--- config.mk ---
export PLATFORM = sky130hd
export DESIGN_NAME = frame_stream_driver_flat
export DESIGN_NICKNAME = d
export VERILOG_FILES = /design/src/rtl/frame_stream_driver_if.sv /design/src/rtl/frame_stream_driver.sv /design/src/flat_wrapper.sv
export SDC_FILE = /design/constraint.sdc
export NUM_CORES = 1
export LEC_CHECK = 0
export ABC_CLOCK_PERIOD_IN_PS = 2480
export CAP_MARGIN = 25
export CORE_MARGIN = 1
export CORE_UTILIZATION = 45
export DETAILED_ROUTE_END_ITERATION = 6
export GPL_TIMING_DRIVEN = 1
export HOLD_SLACK_MARGIN = 0.02
export MAX_ROUTING_LAYER = met4
export PLACE_DENSITY = 0.86
export SLEW_MARGIN = 30
export SYNTH_ARGS = -nofsm -noshare
export SYNTH_HDL_FRONTEND = slang
export SYNTH_SLANG_ARGS = --single-unit
--- constraint.sdc ---
create_clock -name clk -period 2.48 [get_ports clk]
set_input_delay 0.496 -clock clk [delete_from_list [all_inputs] [get_ports clk]]
set_output_delay 0.496 -clock clk [all_outputs]
set_load 0.02 [all_outputs]
--- src/rtl/frame_stream_driver_if.sv ---
// Bundle of the RAM and pixel-processor signals driven by frame_stream_driver.
// The master modport is the frame sequencer side; the slave modport is the
// environment side (source RAM, colour-correction processor, destination RAM).
interface frame_stream_driver_if #(
  parameter int ADDR_W = 19
);
  logic              src_rd_en;
  logic [ADDR_W-1:0] src_addr;
  logic [23:0]       src_rdata;
  logic [23:0]       pix_rgb;
  logic              pix_valid;
  logic              pix_ready;
  logic [23:0]       res_rgb;
  logic              res_valid;
  logic              dst_wr_en;
  logic [ADDR_W-1:0] dst_addr;
  logic [23:0]       dst_wdata;

  modport master (
    output src_rd_en, src_addr,
    input  src_rdata,
    output pix_rgb, pix_valid,
    input  pix_ready, res_rgb, res_valid,
    output dst_wr_en, dst_addr, dst_wdata
  );

  modport slave (
    input  src_rd_en, src_addr,
    output src_rdata,
    input  pix_rgb, pix_valid,
    output pix_ready, res_rgb, res_valid,
    input  dst_wr_en, dst_addr, dst_wdata
  );
endinterface

--- src/rtl/frame_stream_driver.sv ---
// Frame sequencer for the colour-correction pipeline. Walks a frame in raster
// order with one pixel in flight: read source RAM, hand the pixel to the
// processor, wait for the corrected result (or give up after TIMEOUT_CYCLES and
// write error red), then write it to the same address in destination RAM.
module frame_stream_driver #(
  parameter int IMAGE_WIDTH    = 768,
  parameter int IMAGE_HEIGHT   = 512,
  parameter int ADDR_W         = 19,
  parameter int TIMEOUT_CYCLES = 1000
) (
  input  logic              clk,
  input  logic              rst_n,
  input  logic              start,
  input  logic              cfg_matrix_valid,
  output logic              busy,
  output logic              frame_done,
  output logic              timeout_err,
  output logic [ADDR_W-1:0] pixel_count,
  frame_stream_driver_if.master bus
);

  localparam int XW = (IMAGE_WIDTH    > 1) ? $clog2(IMAGE_WIDTH)    : 1;
  localparam int YW = (IMAGE_HEIGHT   > 1) ? $clog2(IMAGE_HEIGHT)   : 1;
  localparam int TW = (TIMEOUT_CYCLES > 1) ? $clog2(TIMEOUT_CYCLES) : 1;
  localparam logic [XW-1:0] X_LAST   = XW'(IMAGE_WIDTH - 1);
  localparam logic [YW-1:0] Y_LAST   = YW'(IMAGE_HEIGHT - 1);
  localparam logic [TW-1:0] TMO_LAST = TW'(TIMEOUT_CYCLES - 1);
  localparam logic [23:0]   ERROR_RGB = 24'hFF0000;

  typedef enum logic [2:0] {
    IDLE,
    FETCH,
    WAIT_DATA,
    SEND,
    WAIT_RES,
    WRITE,
    DONE
  } state_t;

  state_t            state;
  state_t            state_next;
  logic [XW-1:0]     x;
  logic [YW-1:0]     y;
  logic [ADDR_W-1:0] addr;
  logic [TW-1:0]     tmo_cnt;
  logic [23:0]       pix_rgb_q;
  logic [23:0]       dst_wdata_q;
  logic              start_ok;
  logic              tmo_hit;
  logic              last_pixel;

  assign start_ok   = start && cfg_matrix_valid;
  assign tmo_hit    = (tmo_cnt == TMO_LAST);
  assign last_pixel = (x == X_LAST) && (y == Y_LAST);

  // addr walks in step with x/y so it always equals y*IMAGE_WIDTH+x without a
  // multiplier; the same register addresses both the read and the write.
  assign bus.src_addr  = addr;
  assign bus.dst_addr  = addr;
  assign bus.pix_rgb   = pix_rgb_q;
  assign bus.dst_wdata = dst_wdata_q;

  // State register; reset aborts any frame in progress immediately.
  always_ff @(posedge clk or negedge rst_n) begin
    if (!rst_n) state <= IDLE;
    else        state <= state_next;
  end

  // Next-state decode and the per-state strobes.
  always_comb begin
    state_next    = state;
    busy          = 1'b0;
    frame_done    = 1'b0;
    bus.src_rd_en = 1'b0;
    bus.pix_valid = 1'b0;
    bus.dst_wr_en = 1'b0;
    case (state)
      IDLE: begin
        if (start_ok) state_next = FETCH;
      end
      FETCH: begin
        busy          = 1'b1;
        bus.src_rd_en = 1'b1;
        state_next    = WAIT_DATA;
      end
      WAIT_DATA: begin
        busy       = 1'b1;
        state_next = SEND;
      end
      SEND: begin
        busy          = 1'b1;
        bus.pix_valid = 1'b1;
        if (bus.pix_ready) state_next = WAIT_RES;
      end
      WAIT_RES: begin
        busy = 1'b1;
        if (bus.res_valid || tmo_hit) state_next = WRITE;
      end
      WRITE: begin
        busy          = 1'b1;
        bus.dst_wr_en = 1'b1;
        state_next    = last_pixel ? DONE : FETCH;
      end
      DONE: begin
        frame_done = 1'b1;
        state_next = IDLE;
      end
      default: state_next = IDLE;
    endcase
  end

  // Pixel position, captured pixel data, timeout counter and frame status.
  always_ff @(posedge clk or negedge rst_n) begin
    if (!rst_n) begin
      x           <= '0;
      y           <= '0;
      addr        <= '0;
      tmo_cnt     <= '0;
      pix_rgb_q   <= '0;
      dst_wdata_q <= '0;
      pixel_count <= '0;
      timeout_err <= 1'b0;
    end else begin
      case (state)
        IDLE: begin
          if (start_ok) begin
            x           <= '0;
            y           <= '0;
            addr        <= '0;
            tmo_cnt     <= '0;
            pixel_count <= '0;
            timeout_err <= 1'b0;
          end
        end
        WAIT_DATA: begin
          pix_rgb_q <= bus.src_rdata;
          tmo_cnt   <= '0;
        end
        WAIT_RES: begin
          if (bus.res_valid) begin
            dst_wdata_q <= bus.res_rgb;
            tmo_cnt     <= '0;
          end else if (tmo_hit) begin
            dst_wdata_q <= ERROR_RGB;
            timeout_err <= 1'b1;
            tmo_cnt     <= '0;
          end else begin
            tmo_cnt <= tmo_cnt + 1'b1;
          end
        end
        WRITE: begin
          pixel_count <= pixel_count + 1'b1;
          if (!last_pixel) begin
            addr <= addr + 1'b1;
            if (x == X_LAST) begin
              x <= '0;
              y <= y + 1'b1;
            end else begin
              x <= x + 1'b1;
            end
          end
        end
        default: ;
      endcase
    end
  end

endmodule

--- src/flat_wrapper.sv ---
// flat-port wrapper written by rule: the top's interface ports become plain ports
module frame_stream_driver_flat 
#(
  parameter int IMAGE_WIDTH    = 768,
  parameter int IMAGE_HEIGHT   = 512,
  parameter int ADDR_W         = 19,
  parameter int TIMEOUT_CYCLES = 1000
)
  (clk, rst_n, start, cfg_matrix_valid, busy, frame_done, timeout_err, pixel_count, bus_src_rd_en, bus_src_addr, bus_src_rdata, bus_pix_rgb, bus_pix_valid, bus_pix_ready, bus_res_rgb, bus_res_valid, bus_dst_wr_en, bus_dst_addr, bus_dst_wdata);
  frame_stream_driver_if #(.ADDR_W(ADDR_W)) bus_i ();
  input  logic clk;
  input  logic rst_n;
  input  logic start;
  input  logic cfg_matrix_valid;
  output logic busy;
  output logic frame_done;
  output logic timeout_err;
  output logic [ADDR_W-1:0] pixel_count;
  output wire logic [$bits(bus_i.src_rd_en)-1:0] bus_src_rd_en;
  output wire logic [$bits(bus_i.src_addr)-1:0] bus_src_addr;
  input wire logic [$bits(bus_i.src_rdata)-1:0] bus_src_rdata;
  output wire logic [$bits(bus_i.pix_rgb)-1:0] bus_pix_rgb;
  output wire logic [$bits(bus_i.pix_valid)-1:0] bus_pix_valid;
  input wire logic [$bits(bus_i.pix_ready)-1:0] bus_pix_ready;
  input wire logic [$bits(bus_i.res_rgb)-1:0] bus_res_rgb;
  input wire logic [$bits(bus_i.res_valid)-1:0] bus_res_valid;
  output wire logic [$bits(bus_i.dst_wr_en)-1:0] bus_dst_wr_en;
  output wire logic [$bits(bus_i.dst_addr)-1:0] bus_dst_addr;
  output wire logic [$bits(bus_i.dst_wdata)-1:0] bus_dst_wdata;
  assign bus_src_rd_en = bus_i.src_rd_en;
  assign bus_src_addr = bus_i.src_addr;
  assign bus_i.src_rdata = bus_src_rdata;
  assign bus_pix_rgb = bus_i.pix_rgb;
  assign bus_pix_valid = bus_i.pix_valid;
  assign bus_i.pix_ready = bus_pix_ready;
  assign bus_i.res_rgb = bus_res_rgb;
  assign bus_i.res_valid = bus_res_valid;
  assign bus_dst_wr_en = bus_i.dst_wr_en;
  assign bus_dst_addr = bus_i.dst_addr;
  assign bus_dst_wdata = bus_i.dst_wdata;
  frame_stream_driver #(.IMAGE_WIDTH(IMAGE_WIDTH), .IMAGE_HEIGHT(IMAGE_HEIGHT), .ADDR_W(ADDR_W), .TIMEOUT_CYCLES(TIMEOUT_CYCLES)) u_core (.clk(clk), .rst_n(rst_n), .start(start), .cfg_matrix_valid(cfg_matrix_valid), .busy(busy), .frame_done(frame_done), .timeout_err(timeout_err), .pixel_count(pixel_count), .bus(bus_i));
endmodule
==> reports/qor.yml <==
postLayoutSetupSlackWorst_ns: 0.0739
syn_to_final_growth_pct: 41.4
die_w_um: 115
gp_congestion: 0.845
max_freq_ghz: 0.416
leakagePower_nw: 3.43
outcome: "complete, no violations"
synth_area_leaders: "dfrtp_1 (52%), mux2_2 (4.9%), nor2_1 (3.4%)"
crit_path_start_kind: "flip-flop"
netlist.area_leader.share_pct: 51.9
clkTransAtPathRegs_ns: 0.05
period_share_pct: 97.0
drive_gt1_share_pct: 14.3
fillerInstances: 932
power_w: 0.0104
wire_per_inst_um: 15.9
finalClockSkew_ns: 0.0123
grt_overflow: 0
drtIter0Drc: 348
ys_seq_area_share_pct: 51.9
synth_edf_count: 0
tightest_slew_ns: 0.571
r2r-start: "u_core.y[3]$_DFFE_PN0P_"
die_area_um2: 13200
grt_usage_pct: 22.5
hp-class: "in -> async"
fin_area_um2: 8110
cts_made_buffers: 17
rsz0062_at_grt: "no"
cts_tree: "built"
dp_slack_ns: 0.0670
synthCells: 526
avgSynthCellArea_um2: 10.9
syn-cell-area_um2: 5740
clock_path_buffers: 2
synthDistinctLibCells: 59
root_buffer: "clkbuf_16"
start_util_pct: 47.0
crit_type: "reg -> out"
grt_pass1_vias: 4875
finalSetupTns_ns: 0
antenna_found_initial: 0
max_slew_margin_pct: 61.9
setup_viol: 0
diodes: 0
grt_max_degree: 47
hpwl_um: 9900
drv_slew: 0
ant_nets: 0
ys.flop_type: "dfrtp_1"
syn_nets: 586
yosysMostFrequentCell: "dfrtp_1"
critPathLaunch: "u_core.state[1]$_DFFE_PN0P_"
postPlaceCellArea_um2: 7490
io_pins: 165
hold_viol: 0
num_vias: 4769
drc: 0
postCtsSetupBuffers: 0
cts.sinks: 119
drt_wl_total_um: 13800
num_rows: 40
synth_commonest_cells: "dfrtp_1 (119), nor2_1 (52), nand2_1 (41)"
dr.pass1.iters: 6
max-cap-violations: 0
die_height_um: 115
grt_pass1_wl_um: 22800
yosysWarnings: 0
h-tree-depth: 4
end_kind: "output port"
nets: 746
layout_min_cycle_time_ns: 2.41
required_ns: 1.98
insertion_delay_ns: 0.41
cp.arrival_ns: 1.91
portBuffers: 164
ir_drop_v: 0.000864
synth_top_area_cell: "dfrtp_1"
ys_async_sr_fraction_pct: 100
coreArea_um2: 12200
power-per-cell-area_nw_per_um2: 1280
ys_seq_elements: 119
cp_max_fo: 9
avgViaCountPerCell: 5.50
## flip-flops by register name, summed over array words and instances, names as in the netlist
| name | cells |
|---|---|
| u_core.tmo_cnt | 10 |
| u_core.x | 10 |
| u_core.y | 9 |
| u_core.timeout_err | 1 |
| u_core.pixel_count | 19 |
| u_core.bus.dst_addr | 19 |
| u_core.bus.pix_rgb | 24 |
| u_core.state | 3 |
| u_core.bus.dst_wdata | 24 |
## per-stage QoR
stage / util (%) / std cells / hold WS, ns
after detailed placement: 61.3 / 835 / 0.490
after global routing: 66.4 / 867 / 0.0897
after floorplan: - / 526 / 0.200
after CTS: 66.3 / 867 / 0.0623
final: 66.4 / 867 / 0.0511
after global placement: 61.3 / 835 / 0.468
## critical path, cell delays in order, from the launching register on
cell	delay [ns]
dfrtp_1	0.46
nand3b_4	0.20
inv_2	0.19
clkdlybuf4s50_1	0.64
## power by group
part	internal, W	switching [W]
sequential	0.00267	0.000752
combinational	0.00229	0.00225
clock	0.00158	0.000875
total	0.00655	0.00388
## logic make-up after synthesis
logic type               Yosys count  synth area share, %
buffers and inverters             50                 5.17
XOR/XNOR                          25                 3.82
flip-flops                       119                 51.9
AO/OA/AOI/OAI                     95                 12.0
AND/OR/NAND/NOR                  195                 19.0
adder cells (fa/ha/maj)            6                 1.31
multiplexers                      36                 6.83
## final timing paths
path / slack, ns / cells past startpoint / endpoint
max: 0.07 / 3 / bus_dst_wr_en
min: 0.05 / 1 / u_core.pixel_count[8]$_DFFE_PN0P_
max reg2reg: 0.09 / 9 / u_core.bus.dst_addr[13]$_DFFE_PN0P_
min reg2reg: 0.48 / 1 / u_core.pixel_count[18]$_DFFE_PN0P_
max in group asynchronous: 1.83 / 2 / u_core.y[3]$_DFFE_PN0P_
min in group clk: 0.48 / 1 / u_core.pixel_count[18]$_DFFE_PN0P_
## per-layer routing
| layer | GRT usage (%) | wire length (µm) | up-vias |
|---|---|---|---|
| met1 | 26.2 | 5760 | 2347 |
| met5 | - | 0 | - |
| met4 | 8.57 | 233 | 0 |
| met3 | 4.69 | 764 | 23 |
| met2 | 38.3 | 7050 | 192 |
| li1 | - | - | 2207 |
## cells in the final DEF, fill, tap and decap left out, types with 4 or more instances in the layout
master / instances
mux2i_1: 11
mux2_2: 25
clkbuf_16: 17
o21ai_0: 29
clkbuf_8: 4
and3_1: 11
nor2_1: 51
buf_4: 17
nand2_1: 41
nand4_1: 17
inv_1: 8
a21oi_1: 13
nand3_1: 29
a22o_1: 18
clkinvlp_4: 5
xnor2_1: 12
and4_1: 4
ha_1: 6
xor2_1: 13
dfrtp_1: 119
nor3_1: 7
o31ai_1: 5
nor4_4: 4
clkdlybuf4s50_1: 163
o22a_1: 8
## repair_timing
| action | 4_1_cts | 5_1_grt |
|---|---|---|
| cloned | 0 | 0 |
| hold buffers | 0 | 0 |
| resized for setup | 1 | 4 |
| setup endpoints to repair | 1 | 6 |
| pin swaps | 0 | 1 |
## area by class of cell
cell class | instances | area [µm²] | share of cell area (%)
Clock buffer | 21 | 480 | 5.92
Clock inverter | 11 | 121 | 1.50
Inverter | 9 | 33.8 | 0.416
Multi-Input combinational cell | 357 | 2490 | 30.7
Sequential cell | 119 | 2980 | 36.7
Tap cell | 168 | 210 | 2.59
Timing Repair Buffer | 182 | 1800 | 22.2
Power figures use the tool's default switching activity.
